[config.mk]
export PLATFORM = sky130hd
export DESIGN_NAME = mem_rmw_sweep_flat
export DESIGN_NICKNAME = d
export VERILOG_FILES = /design/src/rtl/mem_sweep_pkg.sv /design/src/rtl/mem_rmw_sweep_if.sv /design/src/rtl/mem_sweep_lat_cnt.sv /design/src/rtl/mem_rmw_sweep.sv /design/src/flat_wrapper.sv
export SDC_FILE = /design/constraint.sdc
export NUM_CORES = 1
export LEC_CHECK = 0
export CORE_AREA = 5 5 118 120
export DETAILED_ROUTE_END_ITERATION = 10
export DIE_AREA = 0 0 123 125
export PLACE_DENSITY = 0.77
export SETUP_SLACK_MARGIN = 0.1
export SLEW_MARGIN = 20
export SYNTH_ARGS = -nofsm -noshare
export SYNTH_HDL_FRONTEND = slang
export SYNTH_SLANG_ARGS = --single-unit
[constraint.sdc]
create_clock -name clka -period 3.27 [get_ports clka]
set_clock_uncertainty 0.2 [all_clocks]
set_input_delay 0.8175 -clock clka [delete_from_list [all_inputs] [get_ports clka]]
set_output_delay 0.8175 -clock clka [all_outputs]
set_load 0.01 [all_outputs]
[src/rtl/mem_sweep_pkg.sv]
// Shared definitions for RAM-consumer stages of the mem sweep engine:
// FSM state encoding, default bus widths and the legal RAM read-latency range.
package mem_sweep_pkg;

  localparam int AW_DEF = 16;
  localparam int DW_DEF = 16;
  localparam int SW_DEF = 32;

  localparam int RD_LAT_MIN = 1;
  localparam int RD_LAT_MAX = 4;
  // Counter holds RD_LAT-1, so RD_LAT_MAX-1 must fit.
  localparam int LAT_CW = $clog2(RD_LAT_MAX);

  typedef enum logic [2:0] {
    ST_IDLE  = 3'd0,
    ST_READ  = 3'd1,
    ST_WAIT  = 3'd2,
    ST_WRITE = 3'd3,
    ST_DONE  = 3'd4
  } sweep_state_t;

endpackage

[src/rtl/mem_rmw_sweep_if.sv]
// Host control/status plus single-port RAM port of the read-modify-write sweeper.
// master = the sweeper, slave = host and RAM side.
interface mem_rmw_sweep_if
  import mem_sweep_pkg::*;
#(
  parameter int AW = AW_DEF,
  parameter int DW = DW_DEF,
  parameter int SW = SW_DEF
);

  logic          start;
  logic [AW-1:0] base;
  logic [AW-1:0] len;
  logic          busy;
  logic          done;
  logic [SW-1:0] sum;
  logic [AW-1:0] addra;
  logic          wea;
  logic [DW-1:0] dina;
  logic [DW-1:0] douta;

  modport master (
    input  start, base, len, douta,
    output busy, done, sum, addra, wea, dina
  );

  modport slave (
    output start, base, len, douta,
    input  busy, done, sum, addra, wea, dina
  );

endinterface

[src/rtl/mem_sweep_lat_cnt.sv]
// Loadable down-counter that marks RAM read data valid once it reaches zero.
// Load wins over decrement; decrement stops at zero.
module mem_sweep_lat_cnt #(
  parameter int CW = 2
) (
  input  logic          clka,
  input  logic          rst,
  input  logic          load,
  input  logic [CW-1:0] load_val,
  input  logic          dec,
  output logic          zero
);

  logic [CW-1:0] cnt;

  always_ff @(posedge clka) begin
    if (rst) begin
      cnt <= '0;
    end else if (load) begin
      cnt <= load_val;
    end else if (dec && (cnt != '0)) begin
      cnt <= cnt - CW'(1);
    end
  end

  assign zero = (cnt == '0);

endmodule

[src/rtl/mem_rmw_sweep.sv]
// Read-modify-write sweep mem[a] <= mem[a] + a over [base, base+len) with a
// running sum of the pre-update words; RD_LAT+2 cycles per word, no address skew.
module mem_rmw_sweep
  import mem_sweep_pkg::*;
#(
  parameter int AW     = AW_DEF,
  parameter int DW     = DW_DEF,
  parameter int SW     = SW_DEF,
  parameter int RD_LAT = 1
) (
  input  logic             clka,
  input  logic             rst,
  mem_rmw_sweep_if.master  bus
);

  localparam int RD_LAT_C = (RD_LAT < RD_LAT_MIN) ? RD_LAT_MIN :
                            (RD_LAT > RD_LAT_MAX) ? RD_LAT_MAX : RD_LAT;
  localparam logic [LAT_CW-1:0] LAT_LOAD = LAT_CW'(RD_LAT_C - 1);

  sweep_state_t  state;
  logic [AW-1:0] cur;
  logic [AW-1:0] remaining;
  logic [AW-1:0] addra_q;
  logic          wea_q;
  logic          busy_q;
  logic          done_q;
  logic [SW-1:0] sum_q;
  logic          lat_zero;

  mem_sweep_lat_cnt #(
    .CW (LAT_CW)
  ) u_lat_cnt (
    .clka     (clka),
    .rst      (rst),
    .load     (state == ST_READ),
    .load_val (LAT_LOAD),
    .dec      (state == ST_WAIT),
    .zero     (lat_zero)
  );

  always_ff @(posedge clka) begin
    if (rst) begin
      state     <= ST_IDLE;
      cur       <= '0;
      remaining <= '0;
      addra_q   <= '0;
      wea_q     <= 1'b0;
      busy_q    <= 1'b0;
      done_q    <= 1'b0;
      sum_q     <= '0;
    end else begin
      done_q <= 1'b0;
      case (state)
        ST_IDLE: begin
          if (bus.start) begin
            cur       <= bus.base;
            remaining <= bus.len;
            sum_q     <= '0;
            if (bus.len == '0) begin
              state  <= ST_DONE;
              done_q <= 1'b1;
            end else begin
              addra_q <= bus.base;
              busy_q  <= 1'b1;
              state   <= ST_READ;
            end
          end
        end
        ST_READ: begin
          state <= ST_WAIT;
        end
        ST_WAIT: begin
          if (lat_zero) begin
            wea_q <= 1'b1;
            state <= ST_WRITE;
          end
        end
        ST_WRITE: begin
          // addra only moves on the edge that drops wea, keeping read and write aligned.
          wea_q <= 1'b0;
          sum_q <= sum_q + SW'(bus.douta);
          if (remaining == AW'(1)) begin
            busy_q <= 1'b0;
            done_q <= 1'b1;
            state  <= ST_DONE;
          end else begin
            remaining <= remaining - AW'(1);
            cur       <= cur + AW'(1);
            addra_q   <= cur + AW'(1);
            state     <= ST_READ;
          end
        end
        ST_DONE: begin
          state <= ST_IDLE;
        end
        default: begin
          state <= ST_IDLE;
        end
      endcase
    end
  end

  assign bus.addra = addra_q;
  assign bus.wea   = wea_q;
  assign bus.busy  = busy_q;
  assign bus.done  = done_q;
  assign bus.sum   = sum_q;
  // Only dina sees douta combinationally; it is forced to zero outside WRITE.
  assign bus.dina  = (state == ST_WRITE) ? DW'(bus.douta + DW'(cur)) : '0;

endmodule

[src/flat_wrapper.sv]
// flat-port wrapper written by rule: the top's interface ports become plain ports
module mem_rmw_sweep_flat import mem_sweep_pkg::*;
#(
  parameter int AW     = AW_DEF,
  parameter int DW     = DW_DEF,
  parameter int SW     = SW_DEF,
  parameter int RD_LAT = 1
)
  (clka, rst, bus_start, bus_base, bus_len, bus_douta, bus_busy, bus_done, bus_sum, bus_addra, bus_wea, bus_dina);
  mem_rmw_sweep_if #(.AW(AW), .DW(DW), .SW(SW)) bus_i ();
  input  logic clka;
  input  logic rst;
  input wire logic [$bits(bus_i.start)-1:0] bus_start;
  input wire logic [$bits(bus_i.base)-1:0] bus_base;
  input wire logic [$bits(bus_i.len)-1:0] bus_len;
  input wire logic [$bits(bus_i.douta)-1:0] bus_douta;
  output wire logic [$bits(bus_i.busy)-1:0] bus_busy;
  output wire logic [$bits(bus_i.done)-1:0] bus_done;
  output wire logic [$bits(bus_i.sum)-1:0] bus_sum;
  output wire logic [$bits(bus_i.addra)-1:0] bus_addra;
  output wire logic [$bits(bus_i.wea)-1:0] bus_wea;
  output wire logic [$bits(bus_i.dina)-1:0] bus_dina;
  assign bus_i.start = bus_start;
  assign bus_i.base = bus_base;
  assign bus_i.len = bus_len;
  assign bus_i.douta = bus_douta;
  assign bus_busy = bus_i.busy;
  assign bus_done = bus_i.done;
  assign bus_sum = bus_i.sum;
  assign bus_addra = bus_i.addra;
  assign bus_wea = bus_i.wea;
  assign bus_dina = bus_i.dina;
  mem_rmw_sweep #(.AW(AW), .DW(DW), .SW(SW), .RD_LAT(RD_LAT)) u_core (.clka(clka), .rst(rst), .bus(bus_i));
endmodule
==> metrics.yaml <==
run_status:
  status: "finished, violations left"
  violations: "negative setup slack"
route:
  routed_via_density: 5.76
  drc: 0
  ant_nets: 0
  wl_per_cell_um: 16.8
  drtIter0Drc: 533
  wl_um: 18900
  vias: 6488
  dr.pass1.iters: 5
yosys:
  synth_seq_cells: 88
  synth_edf_count: 0
  synth_area_leaders: "dfxtp_1, ha_1, nand2_1"
  seq_area_frac_synth: 0.297
  synth.cell_area_sq_mm: 0.00594
  synth_cell_types: 74
  synth_area_per_cell_sq_um: 7.87
  synth_largest_area_cell: "dfxtp_1"
  synth_cells: 755
  synth_fp_nets: 843
  post-synth-top-area-fraction: 0.297
  synth_warnings: 0
  synthFlopType: "dfxtp_1"
  async_flop_share: 0
setup_path:
  endpoint_kind: "output pin"
  cp_data_required_time_ns: 2.25
  cp_slowest_cell: "a221o_1"
  path_max_fanout: 3
  worst_ep_arrival_time_ns: 2.70
  crit_chain: "buf_8 > ha_4 > and3_4 > a221o_1 > a221o_1 > nand2b_1 > nand2_2 > buf_6 > xnor2_1 > nor2_1 > buf_2"
  cp-start-kind: "input port"
  path_class: "in -> out"
  reg2reg_depth: 10
  cpPeakStageDelay_ns: 0.37
  cpMostUsedCell: "a221o_1"
sta:
  worstMarginPinSlew_ns: 0.746
  layout_setup_ws_ns: -0.450
  period_minus_slack_ns: 3.72
  rsz0062_at_grt: "true"
  fin_crit_sh: 1.14
  max_freq_ghz: 0.269
  hold_ws_ns: 0.264
  hold_viol: 0
  setup_viol: 11
  maxSlewHeadroom: 0.495
  timing.final.max_slew_violations: 0
global_route:
  grt_antenna_before_repair: 0
  grt_use_met2: 0.388
  grt-ovfl-total: 0
  busiest_layer: "met2"
  grt_use_total: 0.233
  grt_pass1_wl_um: 29300
  grtUsageMet1: 0.306
  grt_max_degree: 46
  grt_pass1_vias: 6090
  use_met3: 0.0248
run:
  maxCapViolations: 0
floorplanning:
  die_h_um: 125
  die_x_um: 123
  ioPinCount: 118
  dieArea_sq_mm: 0.0154
  std_cell_rows: 42
  start_util: 0.461
  core_sq_mm: 0.0129
clock_network:
  cts_hold_buffers: 0
  cts_tree: "yes"
  cts.sink_count: 88
  htreeDepth: 3
  root_buffer: "clkbuf_16"
  cts_buffers: 9
  worstSkewPairLatency_ns: 0.35
  cts.path.max_buffers: 2
  path_clk_slew_ns: 0.06
placement:
  port_buffers: 117
  place_congestion: 0.904
  place_area_sq_mm: 0.00798
  hpwl_um: 13600
min_path:
  min_path_type: "reg -> reg"
  min_path_cells: 2
layout:
  final_layout_size_suffix_gt1_frac: 0.224
  layout.nets: 1033
  area_delta_synth_final_pct: 43.1
  diodes: 0
  design_area_sq_mm: 0.00850
power:
  ir_worst_vdd_mv: 0.359
  power.leakage_nw: 3.41
  power_density_mw_per_mm2: 491
-- cells by family (layout without fill, tap and decap cells) --
logic type / Yosys count / after routing / synth area share
flops: 88 / 88 / 0.297
buf+inv: 58 / 253 / 0.0442
mux: 9 / 9 / 0.0168
simple gates: 304 / 304 / 0.261
fa+ha+maj: 37 / 37 / 0.0805
compound gates: 221 / 221 / 0.245
xor+xnor: 38 / 38 / 0.0560
-- placed cells by master, fill, tap and decap left out, types with 7 or more instances in the layout --
| cell | instances |
|---|---|
| a211oi_2 | 7 |
| a21o_1 | 13 |
| a21oi_1 | 62 |
| a22oi_1 | 13 |
| and3_1 | 8 |
| buf_2 | 12 |
| buf_4 | 97 |
| clkbuf_16 | 9 |
| clkdlybuf4s50_1 | 88 |
| dfxtp_1 | 88 |
| ha_1 | 21 |
| ha_4 | 14 |
| inv_1 | 17 |
| nand2_1 | 96 |
| nand3_1 | 23 |
| nand4_1 | 12 |
| nor2_1 | 76 |
| nor3_1 | 11 |
| nor3b_1 | 11 |
| o21ai_0 | 49 |
| o31ai_1 | 8 |
| or3_1 | 7 |
| xnor2_1 | 20 |
| xor2_1 | 18 |
-- report_power, final --
part	internal, W	switching, W	leakage [nW]
clock network	0.000562	0.000442	0.136
logic	0.000825	0.000977	2.56
registers	0.00121	0.000160	0.718
-- metal layers --
metal / vias up / share of wire
met2: 220 / 0.48
met1: 3082 / 0.44
met3: 43 / 0.045
met4: 0 / 0.033
met5: - / 0
li1: 3143 / -
-- repair_timing --
item | CTS | global route
endpoints found under the setup margin | 28 | 29
setup buffers | 1 | 6
hold endpoints to repair | 0 | 0
pin swaps | 38 | 24
resized for setup | 105 | 25
-- registers in the layout, indices dropped and copies added (netlist names) --
register	flops
u_core.bus.wea	1
u_core.bus.done	1
u_core.cur	16
u_core.bus.busy	1
u_core.bus.sum	32
u_core.remaining	16
u_core.bus.addra	16
u_core.u_lat_cnt.cnt	2
u_core.state	3
-- cells in the mapped netlist, types with 5 or more instances --
cell,count
nor3b_1,12
or3_1,7
a211o_1,5
xor2_1,18
nor2_1,77
and2_1,5
dfxtp_1,88
nor4_1,7
buf_2,6
clkbuf_1,24
a21oi_1,68
o211ai_1,6
nand3b_1,6
a22o_1,6
ha_1,35
a31oi_1,5
and3_1,10
o21ai_0,51
o21a_1,6
nand2_1,97
o31ai_1,10
nand4_1,12
nand3_1,24
nand2b_1,6
nor3_1,14
mux2_2,6
inv_1,18
a21o_1,13
xnor2_1,20
a211oi_2,7
a22oi_1,13
-- final cells by class --
cell class	instances	area (sq um)
multi-input combinational	609	4230
inverter	18	67.6
clock inverter	3	25.0
sequential	88	1760
fill	1038	4380
timing repair buffer	219	1930
tap	176	220
clock buffer	13	260
-- path summary, 6_finish.rpt --
check,startpoint,to,slack (ns)
setup / recovery,bus_douta[2],bus_dina[13],-0.45
hold / removal,u_core.bus.addra[5]$_SDFFE_PP0P_,u_core.bus.addra[5]$_SDFFE_PP0P_,0.26
setup reg to reg,u_core.bus.sum[0]$_SDFFE_PP0P_,u_core.bus.sum[22]$_SDFFE_PP0P_,0.42
hold reg to reg,u_core.bus.addra[5]$_SDFFE_PP0P_,u_core.bus.addra[5]$_SDFFE_PP0P_,0.26
-- worst max-delay path, delay by kind of cell --
kind,cells,cell delay (ns)
AND/OR/NAND/NOR,4,0.45
AO/OA/AOI/OAI,2,0.73
XOR/XNOR,1,0.11
adder cells (fa/ha/maj),1,0.21
buffers and inverters,3,0.37
-- stage by stage --
step	std cells	TNS [ns]	worst slack (ns)	utilization	total power, W
floorplan	755	-0.414	-0.152	-	0.00242
global placement	1103	-21.64	-1.22	0.620	0.00304
detailed placement	1103	-23.12	-1.27	0.620	0.00306
CTS	1120	-3.77	-0.453	0.646	0.00410
global route	1126	-4.30	-0.492	0.660	0.00441
finish	1126	-3.53	-0.450	0.660	0.00418
No activity file was read; power rests on OpenSTA's default activity.
